--- config.mk ---
export PLATFORM = sky130hd
export DESIGN_NAME = base_edemux_le
export DESIGN_NICKNAME = d
export VERILOG_FILES = /design/src/rtl/base_pkg.sv /design/src/rtl/base_decode_le.sv /design/src/rtl/base_edemux_le.sv
export SDC_FILE = /design/constraint.sdc
export NUM_CORES = 1
export LEC_CHECK = 0
export ABC_AREA = 1
export BUFFER_PORTS_ARGS = -buffer_cell sky130_fd_sc_hd__buf_2
export CAP_MARGIN = 40
export CORE_AREA = 2 2 39 41
export CTS_CLUSTER_DIAMETER = 120
export DETAILED_ROUTE_END_ITERATION = 8
export DIE_AREA = 0 0 41 43
export MAX_ROUTING_LAYER = met4
export PLACE_DENSITY = 0.48
export SLEW_MARGIN = 20
export SYNTH_ARGS = -nofsm -noshare
export SYNTH_HDL_FRONTEND = slang
export SYNTH_SLANG_ARGS = --single-unit
export TNS_END_PERCENT = 50
--- constraint.sdc ---
create_clock -name clk -period 1 [get_ports clk]
set_input_delay 0.05 -clock clk [delete_from_list [all_inputs] [get_ports clk]]
set_output_delay 0.05 -clock clk [all_outputs]
set_load 0.02 [all_outputs]
--- src/rtl/base_pkg.sv ---
// Shared helpers for the base_* stream cells: index-width rule and binary-to-one-hot decode.
package base_pkg;

    localparam int unsigned MaxWays = 64;

    function automatic int unsigned sel_bits(input int unsigned ways);
        return (ways > 1) ? $clog2(ways) : 1;
    endfunction

    // Out-of-range indices decode to all zeros.
    function automatic logic [MaxWays-1:0] onehot_dec(input int unsigned sel,
                                                      input int unsigned ways);
        logic [MaxWays-1:0] res;
        res = '0;
        if ((sel < ways) && (sel < MaxWays)) begin
            res = MaxWays'(1) << sel;
        end
        return res;
    endfunction

endpackage

--- src/rtl/base_decode_le.sv ---
// Combinational binary-to-one-hot lane decoder with a separate out-of-range check.
module base_decode_le
    import base_pkg::*;
#(
    parameter int unsigned ways      = 2,
    parameter int unsigned sel_width = sel_bits(ways)
) (
    input  logic [sel_width-1:0] sel_i,
    input  logic                 en_i,
    output logic [ways-1:0]      onehot_o,
    input  logic [sel_width-1:0] chk_i,
    output logic                 oor_o
);

    logic [MaxWays-1:0] dec;
    logic               unused_dec;

    always_comb begin
        dec      = onehot_dec(32'(sel_i), ways);
        onehot_o = en_i ? dec[ways-1:0] : '0;
        oor_o    = (32'(chk_i) >= ways);
    end

    assign unused_dec = ^dec;

endmodule

--- src/rtl/base_edemux_le.sv ---
// Binary-select stream demux: one-entry output register steered onto one of `ways` lanes;
// illegal way indices are consumed, flagged for one cycle and counted.
module base_edemux_le
    import base_pkg::*;
#(
    parameter int unsigned width     = 1,
    parameter int unsigned ways      = 2,
    parameter int unsigned sel_width = sel_bits(ways),
    parameter int unsigned cnt_width = 8
) (
    input  logic                  clk,
    input  logic                  reset_n,
    input  logic                  i_v,
    output logic                  i_r,
    input  logic [sel_width-1:0]  i_sel,
    input  logic [width-1:0]      i_d,
    output logic [ways-1:0]       o_v,
    input  logic [ways-1:0]       o_r,
    output logic [width*ways-1:0] o_d,
    output logic                  o_err,
    output logic [cnt_width-1:0]  o_drop_cnt
);

    logic                 full_q, full_d;
    logic [sel_width-1:0] sel_q, sel_d;
    logic [width-1:0]     d_q, d_d;
    logic                 err_q, err_d;
    logic [cnt_width-1:0] drop_q, drop_d;

    logic illegal;
    logic drain;
    logic acc;

    base_decode_le #(
        .ways      (ways),
        .sel_width (sel_width)
    ) u_decode (
        .sel_i    (sel_q),
        .en_i     (full_q),
        .onehot_o (o_v),
        .chk_i    (i_sel),
        .oor_o    (illegal)
    );

    // o_v is already gated by full, so this is full & o_r[sel_q].
    assign drain = |(o_v & o_r);
    assign i_r   = ~full_q | drain;
    assign acc   = i_v & i_r;

    always_comb begin
        full_d = full_q;
        sel_d  = sel_q;
        d_d    = d_q;
        err_d  = 1'b0;
        drop_d = drop_q;
        if (drain) begin
            full_d = 1'b0;
        end
        if (acc && !illegal) begin
            full_d = 1'b1;
            sel_d  = i_sel;
            d_d    = i_d;
        end
        if (acc && illegal) begin
            err_d = 1'b1;
            if (drop_q != '1) begin
                drop_d = drop_q + cnt_width'(1);
            end
        end
    end

    always_ff @(posedge clk) begin
        if (!reset_n) begin
            full_q <= 1'b0;
            sel_q  <= '0;
            d_q    <= '0;
            err_q  <= 1'b0;
            drop_q <= '0;
        end else begin
            full_q <= full_d;
            sel_q  <= sel_d;
            d_q    <= d_d;
            err_q  <= err_d;
            drop_q <= drop_d;
        end
    end

    for (genvar k = 0; k < ways; k++) begin : g_lane
        assign o_d[k*width +: width] = o_v[k] ? d_q : '0;
    end

    assign o_err      = err_q;
    assign o_drop_cnt = drop_q;

endmodule

==> results.toml, run 1 <==
[global_route]
antenna_found_initial = 0
grt_max_degree = 6
grt_use_total_pct = 8.111
grt_pass1_vias = 241
overflow = 0
grt_pass1_wl_um = 841

[drt]
postRouteWirelength_um = 514
ant_nets = 0
post_drt_wl_per_cell_um = 7.041
vias_per_cell = 3.589
drt_first_pass_iters = 1
via_count = 262
drtIter0Drc = 0
drc = 0

[sta]
slew_viol_final = 0
rsz0062_at_grt = "yes"
finalWorstSetupSlack_ns = -0.05965
fmax_mhz = 943.7
period_share_pct = 106.0
fin_skew_ns = 0.0007375
finalHoldViolCount = 0
period_minus_slack_ns = 1.060
setup_viol = 1
hold_ws_ns = 0.03244

[worst_setup_path]
crit_required_ns = 0.95
path_max_fanout = 5
cp_slowest_stage_delay_ns = 0.36
critPathCaptureType = "output pin"
worst_path_max_delay_cell = "dfxtp_4"
cp.arrival_ns = 1.01
path_buf_inv = 2
critPathKind = "reg2out"
critPathLaunchType = "register"
worstPathCellList = "inv_4, nand3b_4, and2_4, buf_6"
crit_cells = 4
ff2ff_path_depth = 7
critPathTopFamily = "flip-flops"

[logic_synthesis]
synth-seq-area-share_pct = 22.22
avgSynthCellArea_um2 = 6.592
synth_seq_cells = 3
ys_warn_count = 0
syn_inst = 41
synthDistinctLibCells = 13
synth_area_um2 = 270.3

[floorplan]
fp.dieW_um = 41
floorplan.core_area_um2 = 1384
ioPinCount = 21
rows = 14
die_area_um2 = 1763
start_util_pct = 19.53
die_h_um = 43

[clocking]
cts_root_buffer = "clkbuf_4"
htreeDepth = 1
clk_pin_slew_worst_paths_ns = 0.04
numCtsBuffers = 3
cts_sinks = 3
cts_buffer_depth = 2
cts_hold_buffers = 0
clk-insertion-delay-late_ns = 0.23
cts_tree = "done"

[pwr]
p_sw_uw = 162.5
power.share.combinational_pct = 28.3
power_per_cell_area_nw_per_um2 = 1254
p_leak_uw = 0.0002414
power_switching_share_pct = 32.67
p_int_uw = 334.8
ir_worst_vdd_mv = 0.2694
seqPwrFrac_pct = 29.3
clkPwrFrac_pct = 42.5

[placement]
port_buffers = 11
gp_congestion = 0.7332
dp.final_hpwl_um = 387.1

[layout]
n_fill_cell = 161
fin_util_pct = 28.66
drive_gt1_share_pct = 43.86
seq_area_um2 = 67.56
multiInputGateArea_um2 = 158.9
antenna_cells_inserted = 0
nNetsFinal = 65
syn_to_final_growth_pct = 46.76

[min_path]
min_path_cells = 3
hold_path.class = "in2reg"

[run]
maxCapViolations = 0

[outcome]
violations = "setup timing"
status = "finished with violations"
[worst register-to-register path: cells and delay by family, from the launching register on]
| family | cells | cell delay (ns) |
|---|---|---|
| buffers and inverters | 3 | 0.23 |
| and+or+nand+nor | 4 | 0.31 |
| DFF | 1 | 0.36 |
[stage by stage]
step	worst slack [ns]	power [uW]	cells	cell area (um^2)	setup TNS, ns
after detailed placement	0.04415	259.5	67	307.8	0
after global placement	0.05033	258.9	67	307.8	0
after CTS	-0.08357	498.2	71	366.6	-0.09070
after global routing	-0.1054	544.4	73	396.6	-0.2018
final	-0.05965	497.3	73	396.6	-0.05965
after floorplan	0.02222	256.5	49	300.3	0
[cell usage in the layout (no fill, tap or decap), types with 2 or more instances in the layout]
master,Yosys,routed
clkbuf_4,0,3
buf_4,9,5
inv_1,9,8
dfxtp_4,0,2
conb_1,1,9
nand2_1,6,6
buf_2,0,7
nand4_1,2,2
nor2_1,4,4
nand3_4,0,2
[power by group through the flow]
stage,clock (uW),sequential [uW],combinational (uW)
4_1_cts,225,146,127
2_1_floorplan,0,141,115
6_report,211,146,141
3_3_place_gp,0,143,116
5_1_grt,241,148,155
3_5_place_dp,0,143,116
[cells by family (layout without fill, tap and decap cells)]
family,Yosys count,count (layout),share of synthesized area (%)
flip-flops,3,3,22.22
other,1,9,1.388
buffers and inverters,19,27,38.88
AND/OR/NAND/NOR,18,18,37.50
[cell type report]
class	count	share of cell area [%]
clock buffer	4	6.625
inverter	10	10.09
multi-input combinational	27	40.06
sequential	3	17.03
tap	16	5.047
timing repair buffer	13	21.14
[sequential cells by signal, summed over array words and instances (netlist names)]
register	cells
d_q	1
full_q	1
sel_q	1
[cells in the mapped netlist, drive strengths merged]
cell type  instances  area, um^2
inv               10       37.53
buf                9       67.56
nand2              7       28.78
nor2               4       15.01
dfxtp              3       60.06
nand3              2       20.02
nand4              2       12.51
and2               1       8.760
conb               1       3.750
nand3b             1       11.26
nor3               1       5.000
[what timing repair did]
action                                  in CTS  in global routing
pin swaps                                    1                  1
endpoints found under the setup margin       4                  5
endpoints found under the hold margin        0                  0
setup buffers                                0                  2
resized for setup                           10                  4
[worst paths after layout]
kind	startpoint	to	slack, ns
setup / recovery	sel_q$_SDFFE_PN0P_	i_r	-0.06
hold / removal	reset_n	full_q$_SDFFE_PN0P_	0.03
setup reg to reg	sel_q$_SDFFE_PN0P_	full_q$_SDFFE_PN0P_	0.04
hold reg to reg	d_q$_SDFFE_PN0P_	d_q$_SDFFE_PN0P_	0.55
[layer usage]
layer	part of all wire (%)	GRT usage, %
met2	57	11.56
met4	0	12.00
met1	37	6.709
met5	0	-
met3	6.0	1.571
(Power assumes the default switching activity.)
==> run 2: changes to the inputs <==
--- a/config.mk
+++ b/config.mk
@@ -9,6 +9,7 @@
 export BUFFER_PORTS_ARGS = -buffer_cell sky130_fd_sc_hd__buf_2
 export CAP_MARGIN = 40
 export CORE_AREA = 2 2 39 41
+export CTS_BUF_LIST = sky130_fd_sc_hd__clkbuf_4 sky130_fd_sc_hd__clkbuf_8 sky130_fd_sc_hd__clkbuf_16
 export CTS_CLUSTER_DIAMETER = 120
 export DETAILED_ROUTE_END_ITERATION = 8
 export DIE_AREA = 0 0 41 43
==> results.toml, run 2 (synthesis results as in run 1) <==
[worst_setup_path]
path_max_fanout = 5
critPathLaunchType = "register"
critPathTopFamily = "flip-flops"
critPathKind = "reg2out"
cp.arrival_ns = 1.01
worstPathCellList = "inv_4, nand3b_4, and2_4, buf_6"
cp_slowest_stage_delay_ns = 0.36
path_buf_inv = 2
crit_required_ns = 0.95
worst_path_max_delay_cell = "dfxtp_4"
critPathCaptureType = "output pin"

[placement]
place_area_um2 = 307.8
dp.final_hpwl_um = 387.1
port_buffers = 11
gp_congestion = 0.7332

[clocking]
clk_pin_slew_worst_paths_ns = 0.04
cts_root_buffer = "clkbuf_4"
cts_sinks = 3
numCtsBuffers = 3
clk-insertion-delay-late_ns = 0.23
cts_buffer_depth = 2
cts_tree = "done"
htreeDepth = 1

[global_route]
grt_use_total_pct = 8.111
grt_pass1_wl_um = 841
grt_pass1_vias = 241
overflow = 0
antenna_found_initial = 0
grt_max_degree = 6

[pwr]
p_int_uw = 361.9
power.share.combinational_pct = 26.8
ir_worst_vdd_mv = 0.2853
p_sw_uw = 162.9
seqPwrFrac_pct = 27.7
clkPwrFrac_pct = 45.5
power_switching_share_pct = 31.04
p_leak_uw = 0.0002449
power_per_cell_area_nw_per_um2 = 1311

[layout]
final_common_cell = "conb_1"
n_fill_cell = 160
nNetsFinal = 65
final_cell_mix = "9 x conb_1, 8 x inv_1, 7 x buf_2, 6 x nand2_1, 5 x buf_4"
design_area_um2 = 400.4
reg_top3 = "d_q: 1 flops, full_q: 1 flops, sel_q: 1 flops"
antenna_cells_inserted = 0
syn_to_final_growth_pct = 48.15
drive_gt1_share_pct = 45.61

[floorplan]
floorplan.core_area_um2 = 1384
die_h_um = 43
rows = 14
die_area_um2 = 1763
fp.dieW_um = 41
start_util_pct = 19.53
ioPinCount = 21

[min_path]
hold_path.class = "in2reg"

[drt]
vias_per_cell = 3.589
ant_nets = 0
drt_first_pass_iters = 2
postRouteWirelength_um = 513
via_count = 262
post_drt_wl_per_cell_um = 7.027
drtIter0Drc = 1
drc = 0

[outcome]
violations = "setup timing"
status = "finished with violations"

[sta]
slew_viol_final = 0
finalWorstSetupSlack_ns = -0.05866
setup_viol = 1
period_minus_slack_ns = 1.059
fmax_mhz = 944.6
fin_skew_ns = 0.0003136
rsz0062_at_grt = "yes"
hold_ws_ns = 0.03343
period_share_pct = 105.9
finalHoldViolCount = 0

[run]
maxCapViolations = 0
==> run 2: cell counts in the layout (fill, tap and decap cells not counted) <==
Identical to the previous run, type by type.
==> run 2: what timing repair did <==
item                                    CTS  global route
hold buffers                              0             0
endpoints found under the setup margin    4             5
gates resized for setup                  10             4
setup buffers                             0             2
pin swaps                                 1             1
==> run 2: area by class of cell <==
class / instances / area (um^2) / share of cell area (%)
timing repair buffer: 13 / 83.83 / 20.94
sequential: 3 / 67.56 / 16.88
tap: 16 / 20.02 / 5.000
inverter: 10 / 40.04 / 10.00
clock buffer: 4 / 30.03 / 7.500
multi-input combinational: 27 / 158.9 / 39.69
==> run 2: layer usage <==
metal	track usage, %	vias up	part of all wire [%]
li1	-	135	-
met1	6.709	118	37
met2	11.56	9	56
met3	1.571	0	6.0
met4	12.00	0	0
met5	-	-	0
==> run 2: path summary, 6_finish.rpt <==
kind	start	to	slack [ns]	cells past startpoint
hold reg to reg	d_q$_SDFFE_PN0P_	d_q$_SDFFE_PN0P_	0.55	4
setup reg to reg	sel_q$_SDFFE_PN0P_	full_q$_SDFFE_PN0P_	0.04	7
hold / removal	reset_n	full_q$_SDFFE_PN0P_	0.03	3
setup / recovery	sel_q$_SDFFE_PN0P_	i_r	-0.06	4
==> run 2: through the flow <==
| stage | TNS (ns) | instances | total power, uW | setup WS [ns] | utilization, % |
|---|---|---|---|---|---|
| 5_1_grt | -0.2024 | 73 | 572.1 | -0.1056 | 28.93 |
| 4_1_cts | -0.08570 | 71 | 523.1 | -0.08107 | 26.76 |
| 3_3_place_gp | 0 | 67 | 258.9 | 0.05033 | 22.24 |
| 3_5_place_dp | 0 | 67 | 259.5 | 0.04415 | 22.24 |
| 6_report | -0.05866 | 73 | 524.8 | -0.05866 | 28.93 |
| 2_1_floorplan | 0 | 49 | 256.5 | 0.02222 | - |
==> run 2: worst register-to-register path, delay by kind of cell, from the launching register on <==
| family | cells | cell delay [ns] |
|---|---|---|
| and+or+nand+nor | 4 | 0.31 |
| buffers and inverters | 3 | 0.23 |
| DFF | 1 | 0.36 |
==> run 2: power by group through the flow <==
| stage | Sequential (uW) | Clock [uW] | Combinational, uW |
|---|---|---|---|
| after floorplan | 141 | 0 | 115 |
| after global placement | 143 | 0 | 116 |
| after detailed placement | 143 | 0 | 116 |
| after CTS | 146 | 250 | 127 |
| after global routing | 148 | 269 | 155 |
| final | 146 | 239 | 140 |
==> run 3: changes to the inputs <==
--- a/config.mk
+++ b/config.mk
@@ -8,15 +8,16 @@
 export ABC_AREA = 1
 export BUFFER_PORTS_ARGS = -buffer_cell sky130_fd_sc_hd__buf_2
 export CAP_MARGIN = 40
-export CORE_AREA = 2 2 39 41
+export CORE_MARGIN = 2
+export CORE_UTILIZATION = 50
 export CTS_BUF_LIST = sky130_fd_sc_hd__clkbuf_4 sky130_fd_sc_hd__clkbuf_8 sky130_fd_sc_hd__clkbuf_16
 export CTS_CLUSTER_DIAMETER = 120
 export DETAILED_ROUTE_END_ITERATION = 8
-export DIE_AREA = 0 0 41 43
 export MAX_ROUTING_LAYER = met4
-export PLACE_DENSITY = 0.48
+export PLACE_DENSITY = 0.79
 export SLEW_MARGIN = 20
 export SYNTH_ARGS = -nofsm -noshare
 export SYNTH_HDL_FRONTEND = slang
+export SYNTH_HIERARCHICAL = 1
 export SYNTH_SLANG_ARGS = --single-unit
 export TNS_END_PERCENT = 50
==> results.toml, run 3 <==
[outcome]
status = "finished with violations"
violations = "setup timing"

[logic_synthesis]
yosys.area.top_type = "dfxtp_1"
synth_edf_count = 0
netlist_top_cells_area = "dfxtp_1 34%, nand2_1 15%, inv_1 9.5%"
synth.most_common_cell = "nand2_1"
synthDistinctLibCells = 23
synth_nets = 113
ys_warn_count = 6
synth-seq-area-share_pct = 33.92
synth_seq_cells = 12
ys_top_cells_by_count = "28 x nand2_1, 18 x inv_1, 15 x nor2_1, 12 x dfxtp_1"
synth_area_um2 = 708.2
synthArstFlopShare_pct = 0
synth.top_cell.area_share_pct = 33.92
syn_inst = 105
synth-main-ff-cell = "dfxtp_1"
avgSynthCellArea_um2 = 6.745

[clocking]
clk-insertion-delay-late_ns = 0.27
cts_root_buffer = "clkbuf_4"
htreeDepth = 1
cts_sinks = 12
numCtsBuffers = 3
clk_pin_slew_worst_paths_ns = 0.08
cts_tree = "done"
cts_buffer_depth = 2
cts_hold_buffers = 0

[drt]
vias_per_cell = 4.816
postRouteWirelength_um = 1675
drc = 0
drtIter0Drc = 12
ant_nets = 0
via_count = 708
post_drt_wl_per_cell_um = 11.39
drt_first_pass_iters = 4

[pwr]
total_power_uw = 1093
p_leak_uw = 0.0005181
power_per_cell_area_nw_per_um2 = 1141
ir_worst_vdd_mv = 0.9033

[sta]
period_share_pct = 119.3
hold_ws_ns = 0.04947
finalWorstSetupSlack_ns = -0.1935
fin_skew_ns = 0.006128
fmax_mhz = 837.9
setup_viol = 8
period_minus_slack_ns = 1.193
finalHoldViolCount = 0
final.setup.tns_ns = -0.8428
slew_viol_final = 0
rsz0062_at_grt = "yes"

[floorplan]
fp.dieW_um = 41.64
ioPinCount = 21
die_area_um2 = 1733
start_util_pct = 53.75
die_h_um = 41.64
floorplan.core_area_um2 = 1318
rows = 13

[placement]
port_buffers = 20
dp.final_hpwl_um = 1141
dp_cells = 142
gp_congestion = 0.7670
pre_cts_ws_ns = -0.09963

[worst_setup_path]
rrSetupSlack_ns = -0.15
critPathKind = "reg2out"
crit_required_ns = 0.95
path_max_fanout = 3
reg2reg_from = "full_q$_SDFFE_PN0P_"
cp.arrival_ns = 1.14
worst_r2r_endpoint = "sel_q$_SDFFE_PN0P_"
critPathCaptureType = "output pin"
ff2ff_path_depth = 8
critPathLaunchType = "register"

[layout]
largest_register_ffs = 8
syn_to_final_growth_pct = 35.16
n_fill_cell = 100
final_common_cell = "nand2_1"
drive_gt1_share_pct = 40.15
final_cell_count_no_fill = 147
antenna_cells_inserted = 0
final_cell_mix = "24 x nand2_1, 16 x buf_2, 15 x nor2_1, 14 x inv_1, 10 x dfxtp_1"
nNetsFinal = 142

[min_path]
holdCritStartpoint = "i_d"
min_path_cells = 3
hold_path.class = "in2reg"
worstHoldEndpoint = "d_q$_SDFFE_PN0P_"

[global_route]
grt_pass1_wl_um = 2732
overflow = 0
antenna_found_initial = 0
grt_pass1_vias = 661
grt_use_total_pct = 21.16
grt_max_degree = 12

[run]
maxCapViolations = 0
-- run 3: cell types whose count changed after synthesis, sizes merged, moves of 4 or more --
| cell | before | now |
|---|---|---|
| nand2 | 7 | 30 |
| o21ai | 0 | 4 |
| dfxtp | 3 | 12 |
| nor2 | 4 | 20 |
| a21oi | 0 | 4 |
| buf | 9 | 1 |
| inv | 10 | 20 |
-- run 3: cells by family (layout without fill, tap and decap cells) --
logic type | after synthesis | after routing | synth area share, %
other | 1 | 1 | 0.5295
AOI/OAI and AO/OA | 8 | 8 | 5.654
and+or+nand+nor | 58 | 58 | 40.81
DFF | 12 | 12 | 33.92
buffers and inverters | 22 | 49 | 13.60
xor gates and xnor gates | 3 | 3 | 3.711
adders and majority gates | 1 | 1 | 1.767
-- run 3: layout make-up --
| type | count | area, um^2 | share of cell area (%) |
|---|---|---|---|
| inverters | 20 | 75.07 | 7.843 |
| flip-flops and latches | 12 | 245.2 | 25.62 |
| multi-input cells | 71 | 414.1 | 43.27 |
| clock buffers | 3 | 22.52 | 2.353 |
| repair buffers | 26 | 181.4 | 18.95 |
| well taps | 15 | 18.77 | 1.961 |
-- run 3: power breakdown --
part	internal (uW)	switching (uW)	leakage (uW)
sequential	506	29.6	0.0000994
clock	139	159	0.0000138
combinational	107	151	0.000405
total	752	340	0.000518
-- run 3: critical path, stage by stage, from the launching register on --
cell,delay (ns)
dfxtp_4,0.37
nand2_2,0.07
inv_2,0.04
nand2_2,0.07
nand3_4,0.08
buf_6,0.12
buf_6,0.12
-- run 3: worst max path at each step --
stage,start,endpoint,slack [ns],depth (start not counted)
detailed placement,sel_q$_SDFFE_PN0P_,d_q$_SDFFE_PN0P_,-0.1,7
CTS,full_q$_SDFFE_PN0P_,i_r,-0.16,6
finish,sel_q$_SDFFE_PN0P_,i_r,-0.19,6
global placement,sel_q$_SDFFE_PN0P_,sel_q$_SDFFE_PN0P_,-0.04,7
global route,full_q$_SDFFE_PN0P_,sel_q$_SDFFE_PN0P_,-0.25,8
floorplan,sel_q$_SDFFE_PN0P_,d_q$_SDFFE_PN0P_,-0.18,7
-- run 3: metrics by stage --
stage	cell area [um^2]	util [%]
2_1_floorplan	737.0	-
3_3_place_gp	864.6	65.62
3_5_place_dp	864.6	65.62
4_1_cts	937.1	71.13
5_1_grt	957.2	72.65
6_report	957.2	72.65
-- run 3: routing by layer --
metal | wire length (um) | GRT usage [%] | part of all wire [%]
met2 | 913 | 35.31 | 55
met3 | 41 | 2.609 | 2.4
met1 | 661 | 24.18 | 39
met4 | 59 | 12.26 | 3.5
met5 | 0 | - | 0
-- run 3: timing repair --
action / CTS / global route
gates resized for setup: 14 / 6
setup endpoints to repair: 8 / 8
pin swaps: 3 / 1
buffers inserted: 1 / 1
